===== src/rtl/rr_mux_pkg.sv =====
// Shared constants for the rr_mux_arb channel multiplexer.
package rr_mux_pkg;
  localparam logic MODE_FIXED = 1'b0;
  localparam logic MODE_RR    = 1'b1;
  localparam int   XFER_CNT_W = 16;
endpackage


===== src/rtl/rr_pick.sv =====
// Combinational rotating-priority picker: first set req at or after ptr, wrapping.
// Zero latency; no flow control of its own.
module rr_pick #(
  parameter int N_CH  = 8,
  parameter int SEL_W = $clog2(N_CH)
) (
  input  logic [N_CH-1:0]  req,
  input  logic [SEL_W-1:0] ptr,
  output logic             gnt_vld,
  output logic [SEL_W-1:0] gnt_idx
);

  always_comb begin
    int idx;
    idx     = 0;
    gnt_vld = 1'b0;
    gnt_idx = '0;
    for (int k = 0; k < N_CH; k++) begin
      idx = int'(ptr) + k;
      if (idx >= N_CH) idx = idx - N_CH;
      if (!gnt_vld && req[idx]) begin
        gnt_vld = 1'b1;
        gnt_idx = SEL_W'(idx);
      end
    end
  end

endmodule


===== src/rtl/rr_mux_arb.sv =====
// N:1 valid/ready mux, fixed-select or round-robin, 1-cycle registered output; stalls all inputs
// while the output word is held. Optional per-channel transfer counters under RR_MUX_XFER_CNT_EN.
module rr_mux_arb
  import rr_mux_pkg::*;
#(
  parameter int N_CH  = 8,
  parameter int DW    = 8,
  parameter int SEL_W = $clog2(N_CH)
) (
  input  logic               clk,
  input  logic               rst_n,
`ifdef RR_MUX_XFER_CNT_EN
  input  logic               clr_cnt,
  output logic [N_CH*16-1:0] xfer_cnt,
`endif
  input  logic               mode,
  input  logic [SEL_W-1:0]   sel,
  input  logic [N_CH*DW-1:0] in_data,
  input  logic [N_CH-1:0]    in_valid,
  output logic [N_CH-1:0]    in_ready,
  output logic [DW-1:0]      out_data,
  output logic               out_valid,
  input  logic               out_ready,
  output logic [SEL_W-1:0]   out_ch
);

  logic [SEL_W-1:0]        ptr;
  logic                    rr_vld;
  logic [SEL_W-1:0]        rr_idx;
  logic                    gnt_vld;
  logic [SEL_W-1:0]        gnt_idx;
  logic [(1<<SEL_W)-1:0]   vld_ext;
  logic                    load;
  logic                    xfer;

  rr_pick #(.N_CH(N_CH), .SEL_W(SEL_W)) u_pick (
    .req     (in_valid),
    .ptr     (ptr),
    .gnt_vld (rr_vld),
    .gnt_idx (rr_idx)
  );

  // Zero-padded valid vector lets an out-of-range sel index safely and grant nothing.
  always_comb begin
    vld_ext = '0;
    vld_ext[N_CH-1:0] = in_valid;
    if (mode == MODE_RR) begin
      gnt_vld = rr_vld;
      gnt_idx = rr_idx;
    end else begin
      gnt_vld = vld_ext[sel] && (int'(sel) < N_CH);
      gnt_idx = sel;
    end
  end

  assign load = !out_valid || out_ready;
  assign xfer = rst_n && load && gnt_vld;

  always_comb begin
    in_ready = '0;
    if (xfer) in_ready[gnt_idx] = 1'b1;
  end

  always_ff @(posedge clk or negedge rst_n) begin
    if (!rst_n) begin
      out_valid <= 1'b0;
      out_data  <= '0;
      out_ch    <= '0;
      ptr       <= '0;
    end else if (xfer) begin
      out_valid <= 1'b1;
      out_data  <= in_data[gnt_idx*DW +: DW];
      out_ch    <= gnt_idx;
      if (mode == MODE_RR)
        ptr <= (gnt_idx == SEL_W'(N_CH-1)) ? '0 : gnt_idx + 1'b1;
    end else if (out_ready) begin
      out_valid <= 1'b0;
    end
  end

`ifdef RR_MUX_XFER_CNT_EN
  logic [XFER_CNT_W-1:0] cnt [N_CH];

  always_ff @(posedge clk or negedge rst_n) begin
    if (!rst_n) begin
      for (int i = 0; i < N_CH; i++) cnt[i] <= '0;
    end else begin
      for (int i = 0; i < N_CH; i++) begin
        if (clr_cnt)
          cnt[i] <= '0;
        else if (in_ready[i] && in_valid[i] && (cnt[i] != '1))
          cnt[i] <= cnt[i] + 1'b1;
      end
    end
  end

  always_comb begin
    xfer_cnt = '0;
    for (int i = 0; i < N_CH; i++) xfer_cnt[i*16 +: 16] = cnt[i];
  end
`endif

endmodule

===== config.mk =====
export PLATFORM = sky130hd
export DESIGN_NAME = rr_mux_arb
export DESIGN_NICKNAME = d
export VERILOG_FILES = /design/src/rtl/rr_mux_pkg.sv /design/src/rtl/rr_pick.sv /design/src/rtl/rr_mux_arb.sv
export SDC_FILE = /design/constraint.sdc
export NUM_CORES = 1
export LEC_CHECK = 0
export BUFFER_PORTS_ARGS = -buffer_cell sky130_fd_sc_hd__clkbuf_2
export CAP_MARGIN = 20
export CORE_MARGIN = 10
export CORE_UTILIZATION = 53
export DETAILED_ROUTE_END_ITERATION = 6
export GPL_TIMING_DRIVEN = 0
export PLACE_DENSITY_LB_ADDON = 0.08
export SYNTH_ARGS = -nofsm -noshare
export SYNTH_HDL_FRONTEND = slang
export SYNTH_SLANG_ARGS = --single-unit

===== constraint.sdc =====
create_clock -name clk -period 11.45 [get_ports clk]
set_input_delay 2.8625 -clock clk [delete_from_list [all_inputs] [get_ports clk]]
set_output_delay 2.8625 -clock clk [all_outputs]
set_load 0.05 [all_outputs]

Word level (Yosys, flattened, before mapping)
Cells that the tools add are included.
{ "totals": {"regBits": 15, "latch_bits": 0, "ramBits": 0, "rom_bits": 0, "output_inout_bits": 20, "wordCells": 120, "mem_count": 0} }
{ "op_classes": {"addsub": 16, "multipliers": 0, "n_div": 0, "magnitude_cmp": 19, "eq_ne": 1, "n_shift": 1, "muxes": 58, "bitwise_logic": 0, "reduce_logical": 21} }
{ "op_table": {"columns": ["op", "count"], "rows": [
  ["$lt 32x5->1 const B", 8],
  ["$mux 32", 8],
  ["$ge 32x5->1 const B", 7],
  ["$sub 32x5->32 const B", 7],
  ["$shiftx 64x7->8", 1],
  ["$mux 3", 10],
  ["$mux 1", 29],
  ["$bmux 1 s3", 9],
  ["$add 3x3->4 const B", 4],
  ["$logic_and 1x1->1", 10],
  ["$add 3x2->4 const B", 2],
  ["$logic_not 1->1", 8],
  ["$lt 3x4->1 const B", 2],
  ["$mux 8", 1],
  ["$sub 3x4->5 const B", 1],
  ["$add 3x1->4 const B", 1],
  ["$ge 3x4->1 const B", 1],
  ["$add 3x1->3 const B", 1],
  ["$demux 1 s3", 1],
  ["$eq 3x3->1 const B", 1],
  ["$ge 3x1->1 const B", 1],
  ["$reduce_and 2->1", 1],
  ["$reduce_bool 2->1", 1],
  ["$logic_or 1x1->1", 1]
]} }

Depth between registers and ports, before layout
Gate-level depths: netlist of the first run.
{ "depth": {"depth_word": 33, "ltp_mapped": 17, "depth_no_buf": 11} }

Modules after synthesis
Synthesis of the first run repeated with hierarchy kept, for this count alone.
{ "hier_totals": {"cells_unflattened": 245, "hier_area_um2": 2099.5} }
{ "by_module_without_submodules": {"columns": ["module", "n_inst", "cells_each", "area_per_inst_um2", "seq_area_each_um2"], "rows": [
  ["rr_mux_arb", 1, 145, 1286.2, 375.4],
  ["rr_pick", 1, 100, 813.3, 0.0]
]} }

Worst setup path before layout of the first run
No wires, ideal clock.
{ "synth_path": {"path_kind": "input to output", "from": "in in_valid[7]", "to": "out in_ready[1]", "t_arrival_ns": 5.786, "required_time_ns": 8.588, "setup_slack_ns": 2.802, "cell_stages": 10, "n_path_buf": 2, "path_cell_list": "mux4_2 -> a221o_2 -> o32ai_4 -> nand2_1 -> o211a_1 -> o311a_1 -> buf_6 -> buf_2 -> nand2b_1 -> nor2_1"} }
{ "synth_via": {"elab_chain_len": 31, "elab_cells_between_ends": 65, "classes_between": "2 x order compare; 47 x mux; 16 x reduce/logical"} }
{ "synth_rtl": {"columns": ["item", "line", "rtl"], "rows": [
  ["start: declaration", "rr_mux_arb.sv:19", "input logic [N_CH-1:0] in_valid,"],
  ["$bmux 1 s3", "rr_pick.sv:21", "if (!gnt_vld && req[idx]) begin"],
  ["$mux 1 (not written as such) (2 in a row)", "rr_pick.sv:21", null],
  ["$mux 1", "rr_pick.sv:21", null],
  ["$logic_not 1->1", "rr_pick.sv:21", null],
  ["$logic_and 1x1->1", "rr_pick.sv:21", null],
  ["$mux 1", "rr_pick.sv:21", null],
  ["$logic_not 1->1", "rr_pick.sv:21", null],
  ["$logic_and 1x1->1", "rr_pick.sv:21", null],
  ["[14 not listed]", null, null],
  ["$logic_and 1x1->1", "rr_pick.sv:21", null],
  ["$mux 3", "rr_pick.sv:21", null],
  ["$mux 3", "rr_mux_arb.sv:47", "if (mode == MODE_RR) begin"],
  ["$lt 3x4->1 (not written as such) / $ge 3x1->1 (equally long branches)", "rr_mux_arb.sv:61", "if (xfer) in_ready[gnt_idx] = 1'b1;"],
  ["$logic_and 1x1->1 (not written as such)", "rr_mux_arb.sv:61", null],
  ["$mux 1 (not written as such)", "rr_mux_arb.sv:61", null],
  ["$demux 1 s3", "rr_mux_arb.sv:61", null],
  ["$mux 8 *", "rr_mux_arb.sv:61", null],
  ["end: declaration", "rr_mux_arb.sv:20", "output logic [N_CH-1:0] in_ready,"]
]} }
Every way passes the cells marked *; elsewhere a longest branch is shown, timed or not. The select of a mux whose other input is x is not followed.

Final worst setup path of the first run
{ "layout_path": {"from": "in in_valid[2]", "to": "out in_ready[1]"} }
The elaborated chain is that of the path after synthesis.

==> impl_metrics.json, run 1 <==
{
  "rows": 24,
  "grtUsageTotal_pct": 19.23,
  "synth-seq-cells": 15,
  "clkLatencyLatePin_ps": 250,
  "gr-total-overflow": 0,
  "p_per_area_mw_per_mm2": 335.6,
  "initialDrtViolationCount": 165,
  "tightest_slew_ps": 553.4,
  "synth_compound_area_share_pct": 22.03,
  "cts_buffer_depth": 2,
  "rsz0062_at_grt": "false",
  "dp_hpwl_um": 6114,
  "grt_max_degree": 17,
  "syn_nets": 326,
  "finalClockSkew_ps": 7.682,
  "cts.clk_slew.worst_paths_ps": 70,
  "die_y_um": 86.69,
  "final_cell_mix": "clkbuf_2 (98), mux2i_1 (42), mux4_2 (18), nor2_1 (17)",
  "critPathCaptureType": "output port",
  "drtPass1Iterations": 5,
  "peakVddDrop_mv": 0.2077,
  "grt_pass1_vias": 2459,
  "num_io_pins": 99,
  "fin_util_pct": 68.40,
  "hold-worst-slack_ps": 478.0,
  "maxSlewHeadroom_pct": 62.97,
  "dieArea_mm2": 0.007515,
  "finalHoldViolCount": 0,
  "synth_xor_xnor_area_share_pct": 1.115,
  "drc": 0,
  "syn2layout_area_growth_pct": 25.48,
  "setup_viol": 0,
  "die_x_um": 86.69,
  "synth_top_family_by_area": "multiplexers",
  "final_net_count": 429,
  "cts.sinks": 15,
  "ys_warn_count": 0,
  "pre_cts_slack_ps": 2582,
  "postRouteWirelength_um": 7512,
  "ys.flop_type": "dfrtp_1",
  "vias": 2444,
  "fill_cells": 362,
  "critPathKind": "primary input to output port",
  "h-tree-depth": 1,
  "final_common_cell": "clkbuf_2",
  "cts_tree": "done",
  "hold_class": "register to register",
  "worst_slack_ps": 2525,
  "tns_ps": 0,
  "synth_mux_area_share_pct": 39.65,
  "synthSimpleGateAreaFrac_pct": 13.96,
  "diodes": 0,
  "ys_seq_area_share_pct": 15.92,
  "final_max_slew_viol_count": 0,
  "maxCapViolations": 0,
  "hold_buffers": 0,
  "coreArea_mm2": 0.004324,
  "drtAntennaViolNets": 0,
  "numCtsBuffers": 3,
  "cts-root-buf": "clkbuf_8",
  "start_util_pct": 54.51,
  "synth_edf_count": 0,
  "synth_fa_ha_area_share_pct": 1.062,
  "critPathMaxFanout": 10,
  "crit_arrival_ps": 6060,
  "antenna_found_initial": 0,
  "fmax_mhz": 112.0,
  "worstPathRequired_ps": 8590,
  "gp_congestion": 0.9187,
  "cts_resized": 0,
  "period_share_pct": 77.95,
  "synthDistinctLibCells": 51,
  "outcome": "complete, no violations",
  "portBuffers": 98,
  "viasPerCell": 6.125,
  "synth_cells": 245,
  "syn_area_mm2": 0.002357,
  "start_kind": "primary input",
  "min_period_ps": 8925,
  "power_w": 0.0009926,
  "drive_above_1_share_pct": 43.52,
  "routedWlPerCell_um": 18.83,
  "grt_pass1_wl_um": 12130,
  "avgSynthCellArea_um2": 9.621,
  "post_cts.repair.setup_buffers": 0,
  "p_leak_nw": 1.446,
  "async_flop_share_pct": 100.0
}
cell type report:
type / instances / area [um^2] / area share, %
Sequential cell: 15 / 375.4 / 12.69
Timing Repair Buffer: 98 / 490.5 / 16.58
Tap cell: 52 / 65.06 / 2.200
Multi-Input combinational cell: 203 / 1834 / 62.01
Buffer: 18 / 113.9 / 3.849
Inverter: 9 / 33.78 / 1.142
Clock buffer: 4 / 45.04 / 1.523
critical path, stage by stage:
cell	delay (ps)
clkbuf_2	170
mux2_1	310
mux4_2	540
nor4_2	490
nand2_1	190
o211a_1	170
o311a_1	300
buf_6	160
buf_2	220
nand2b_1	220
nor2_1	140
clkbuf_2	290
routing by layer:
layer | share of wire (%) | global-route usage, % | vias to the layer above
met5 | 0 | 0 | -
met4 | 1.6 | 4.271 | 0
met3 | 7.7 | 2.720 | 13
met2 | 47 | 29.73 | 125
met1 | 43 | 27.48 | 1139
li1 | - | - | 1167
flip-flops by register name (all words and copies together), names as in the netlist:
signal     cells
out_data       8
out_ch         3
ptr            3
out_valid      1
Yosys cell counts, drive strengths merged, types with 2 or more instances:
master	count	area (um^2)
mux2i	42	420.4
mux4	18	405.4
nor2	17	63.81
dfrtp	15	375.4
nand2	15	56.30
buf	12	91.33
a221oi	10	87.58
inv	9	33.78
mux2	9	108.9
a22o	8	70.07
a22oi	8	60.06
nand2b	7	43.79
a21boi	6	45.04
a21oi	6	30.03
and2	6	37.54
clkbuf	6	22.52
o21ai	6	30.03
nor2b	4	25.02
or2	4	27.53
nand4	3	18.77
nor3	3	20.02
o211ai	3	22.52
o22ai	3	18.77
a31o	2	17.52
a31oi	2	12.51
ha	2	25.02
nand3	2	10.01
xor2	2	17.52
power breakdown:
part / internal [W] / leakage [nW] / total [W] / switching (W)
combinational: 0.000358 / 1.25 / 0.000854 / 0.000496
clock: 0.0000247 / 0.0228 / 0.0000449 / 0.0000202
sequential: 0.0000785 / 0.178 / 0.0000935 / 0.0000150
total: 0.000461 / 1.45 / 0.000993 / 0.000531
path summary, 6_finish.rpt:
check | start | endpoint | slack, ps | cells past startpoint
setup / recovery | in_valid[2] | in_ready[1] | 2520 | 12
hold / removal | out_ch[0] | out_ch[0] | 480 | 2
setup reg to reg | ptr[1] | out_data[3] | 6640 | 15
hold reg to reg | out_ch[0] | out_ch[0] | 480 | 2
max in group asynchronous | rst_n | out_data[0] | 8650 | 1
min in group asynchronous | rst_n | out_data[1] | 2520 | 1
stage by stage:
| stage | area [um^2] | instances |
|---|---|---|
| after floorplan | 2357 | 245 |
| after global placement | 2913 | 395 |
| after detailed placement | 2913 | 395 |
| after CTS | 2958 | 399 |
| after global routing | 2958 | 399 |
| final | 2958 | 399 |
cells by family after synthesis:
logic type      Yosys count
flops                    15
fa+ha+maj                 2
simple gates             64
mux                      69
compound gates           65
xor+xnor                  3
buf+inv                  27
No activity file was read; power rests on OpenSTA's default activity.
==> run 2: changes to the inputs <==
--- a/config.mk
+++ b/config.mk
@@ -8,7 +8,7 @@
 export BUFFER_PORTS_ARGS = -buffer_cell sky130_fd_sc_hd__clkbuf_2
 export CAP_MARGIN = 20
 export CORE_MARGIN = 10
-export CORE_UTILIZATION = 53
+export CORE_UTILIZATION = 49
 export DETAILED_ROUTE_END_ITERATION = 6
 export GPL_TIMING_DRIVEN = 0
 export PLACE_DENSITY_LB_ADDON = 0.08
==> constraint.sdc (replaced) <==
create_clock -name clk -period 9.2 [get_ports clk]
set_input_delay 2.3 -clock clk [delete_from_list [all_inputs] [get_ports clk]]
set_output_delay 2.3 -clock clk [all_outputs]
set_load 0.05 [all_outputs]
==> run 2 against run 1 <==
  * Clock skew shrank 6.5 ps
  * Die area grew 6.3%
  * Sequential share of layout area is essentially flat
  * Global-route usage shrank 0.57 points
  * Worst hold slack gained 3.1 ps
  * Critical path depth is the same
  * Via count grew 1.1%
  * Register-to-register slack lost 2200 ps
  * Cell count grew 0.50%
  * Total power grew 25%
  * Setup slack lost 1100 ps
  * Clock-buffer cell count is the same
  * Critical path type unchanged
==> impl_metrics.json, run 2 (synthesis gave the netlist of run 1 again) <==
{
  "gp_congestion": 0.9123,
  "fin_util_pct": 63.09,
  "largest_registers": "out_data: 8 flops, out_ch: 3 flops, ptr: 3 flops",
  "maxCapViolations": 0,
  "p_leak_nw": 1.446,
  "die_y_um": 89.36,
  "swShare_pct": 53.56,
  "p_int_w": 0.0005743,
  "numCtsBuffers": 3,
  "hold-worst-slack_ps": 481.2,
  "drtAntennaViolNets": 0,
  "min_from": "out_ch[0]",
  "coreArea_mm2": 0.004692,
  "cts_tree": "done",
  "diodes": 0,
  "rsz0062_at_grt": "false",
  "grtUsageTotal_pct": 18.67,
  "drc": 0,
  "final_max_slew_viol_count": 0,
  "hold_end": "out_ch[0]",
  "grt_pass1_vias": 2430,
  "gr-usage-met1_pct": 25.74,
  "antenna_found_initial": 0,
  "syn2layout_area_growth_pct": 25.58,
  "postRouteWirelength_um": 7735,
  "vias": 2472,
  "p_per_area_mw_per_mm2": 417.8,
  "post_cts.repair.setup_buffers": 0,
  "fmax_mhz": 128.2,
  "clkPwrFrac_pct": 4.5,
  "dp_hpwl_um": 6288,
  "r2r-end": "out_data[2]",
  "hold_class": "register to register",
  "final_net_count": 429,
  "dpl-instance-area_mm2": 0.002915,
  "cts.clk_slew.worst_paths_ps": 60,
  "grt_max_degree": 17,
  "grt-busiest-layer": "met2",
  "ff2ff_path_depth": 15,
  "netSwitchingPower_w": 0.0006625,
  "cts.sinks": 15,
  "drive_above_1_share_pct": 43.52,
  "portBuffers": 98,
  "grt_pass1_wl_um": 11790,
  "final_cell_mix": "clkbuf_2 (98), mux2i_1 (42), mux4_2 (18), nor2_1 (17)",
  "combPwrFrac_pct": 86.0,
  "setup_viol": 0,
  "hold_depth": 2,
  "power_w": 0.001237,
  "tns_ps": 0,
  "worstPathRequired_ps": 6900,
  "rows": 25,
  "maxSlewHeadroom_pct": 57.44,
  "finalHoldViolCount": 0,
  "period_share_pct": 84.82,
  "ff2ff_setup_slack_ps": 4430,
  "seq_power_share_pct": 9.5,
  "die_x_um": 89.36,
  "clkLatencyLatePin_ps": 250,
  "hold_buffers": 0,
  "critPathCaptureType": "output port",
  "gr-total-overflow": 0,
  "largest_reg_flops": 8,
  "crit_arrival_ps": 5500,
  "routedWlPerCell_um": 19.29,
  "final_common_cell": "clkbuf_2",
  "gr-usage-met2_pct": 28.98,
  "initialDrtViolationCount": 240,
  "viasPerCell": 6.165,
  "peakVddDrop_mv": 0.2372,
  "critPathMaxFanout": 10,
  "start_util_pct": 50.24,
  "use_met3_pct": 4.193,
  "drtPass1Iterations": 5,
  "finalClockSkew_ps": 1.144,
  "start_kind": "primary input",
  "min_period_ps": 7803,
  "top_register": "out_data",
  "cts-root-buf": "clkbuf_8",
  "final_area_mm2": 0.002960,
  "dieArea_mm2": 0.007985,
  "critPathKind": "primary input to output port",
  "h-tree-depth": 1,
  "cts_buffer_depth": 2,
  "outcome": "complete, no violations",
  "cts_resized": 0,
  "num_io_pins": 99,
  "worstReg2RegStart": "ptr[1]",
  "tightest_slew_ps": 636.1
}
[run 2: cell counts in the layout (fill, tap and decap cells not counted)]
Identical to the previous run, type by type.
[run 2: area by class of cell]
| class | instances | area, um^2 |
|---|---|---|
| plain buffers | 18 | 113.9 |
| well taps | 54 | 67.56 |
| flip-flops and latches | 15 | 375.4 |
| repair buffers | 98 | 490.5 |
| multi-input cells | 203 | 1834 |
| fillers | 422 | 1732 |
| inverters | 9 | 33.78 |
| clock buffers | 4 | 45.04 |
[run 2: metal layers]
layer | vias up | part of all wire, %
li1 | 1172 | -
met5 | - | 0
met2 | 141 | 47
met3 | 11 | 9.8
met1 | 1148 | 42
met4 | 0 | 1.2
[run 2: worst max-delay path by stage]
stage / startpoint / slack [ps] / cells after the start / to
floorplan: in_valid[7] / 1680 / 10 / in_ready[1]
global placement: in_valid[5] / 1440 / 12 / in_ready[1]
detailed placement: in_valid[2] / 1410 / 12 / in_ready[1]
CTS: in_valid[2] / 1400 / 12 / in_ready[1]
global route: in_valid[2] / 1240 / 12 / in_ready[5]
finish: in_valid[2] / 1400 / 12 / in_ready[1]
[run 2: power groups by stage]
stage                     combinational (W)  clock [W]  sequential (W)
final                               0.00106  0.0000552        0.000117
after global routing                0.00115  0.0000597        0.000121
after CTS                           0.00106  0.0000551        0.000117
after detailed placement            0.00106          0        0.000116
after global placement              0.00104          0        0.000118
after floorplan                    0.000762          0        0.000200
[run 2: worst max-delay path, cell delays in order]
cell      delay (ps)
clkbuf_2         170
mux2_1           340
mux4_2           550
nor4_2           450
nand2_1          210
o211a_1          180
o311a_1          300
buf_6            160
buf_2            210
nand2b_1         200
nor2_1           120
clkbuf_2         280
[run 2: through the flow]
step	std cells	setup WS [ps]
global route	401	1242
CTS	401	1399
floorplan	245	1677
detailed placement	397	1411
global placement	397	1442
finish	401	1397
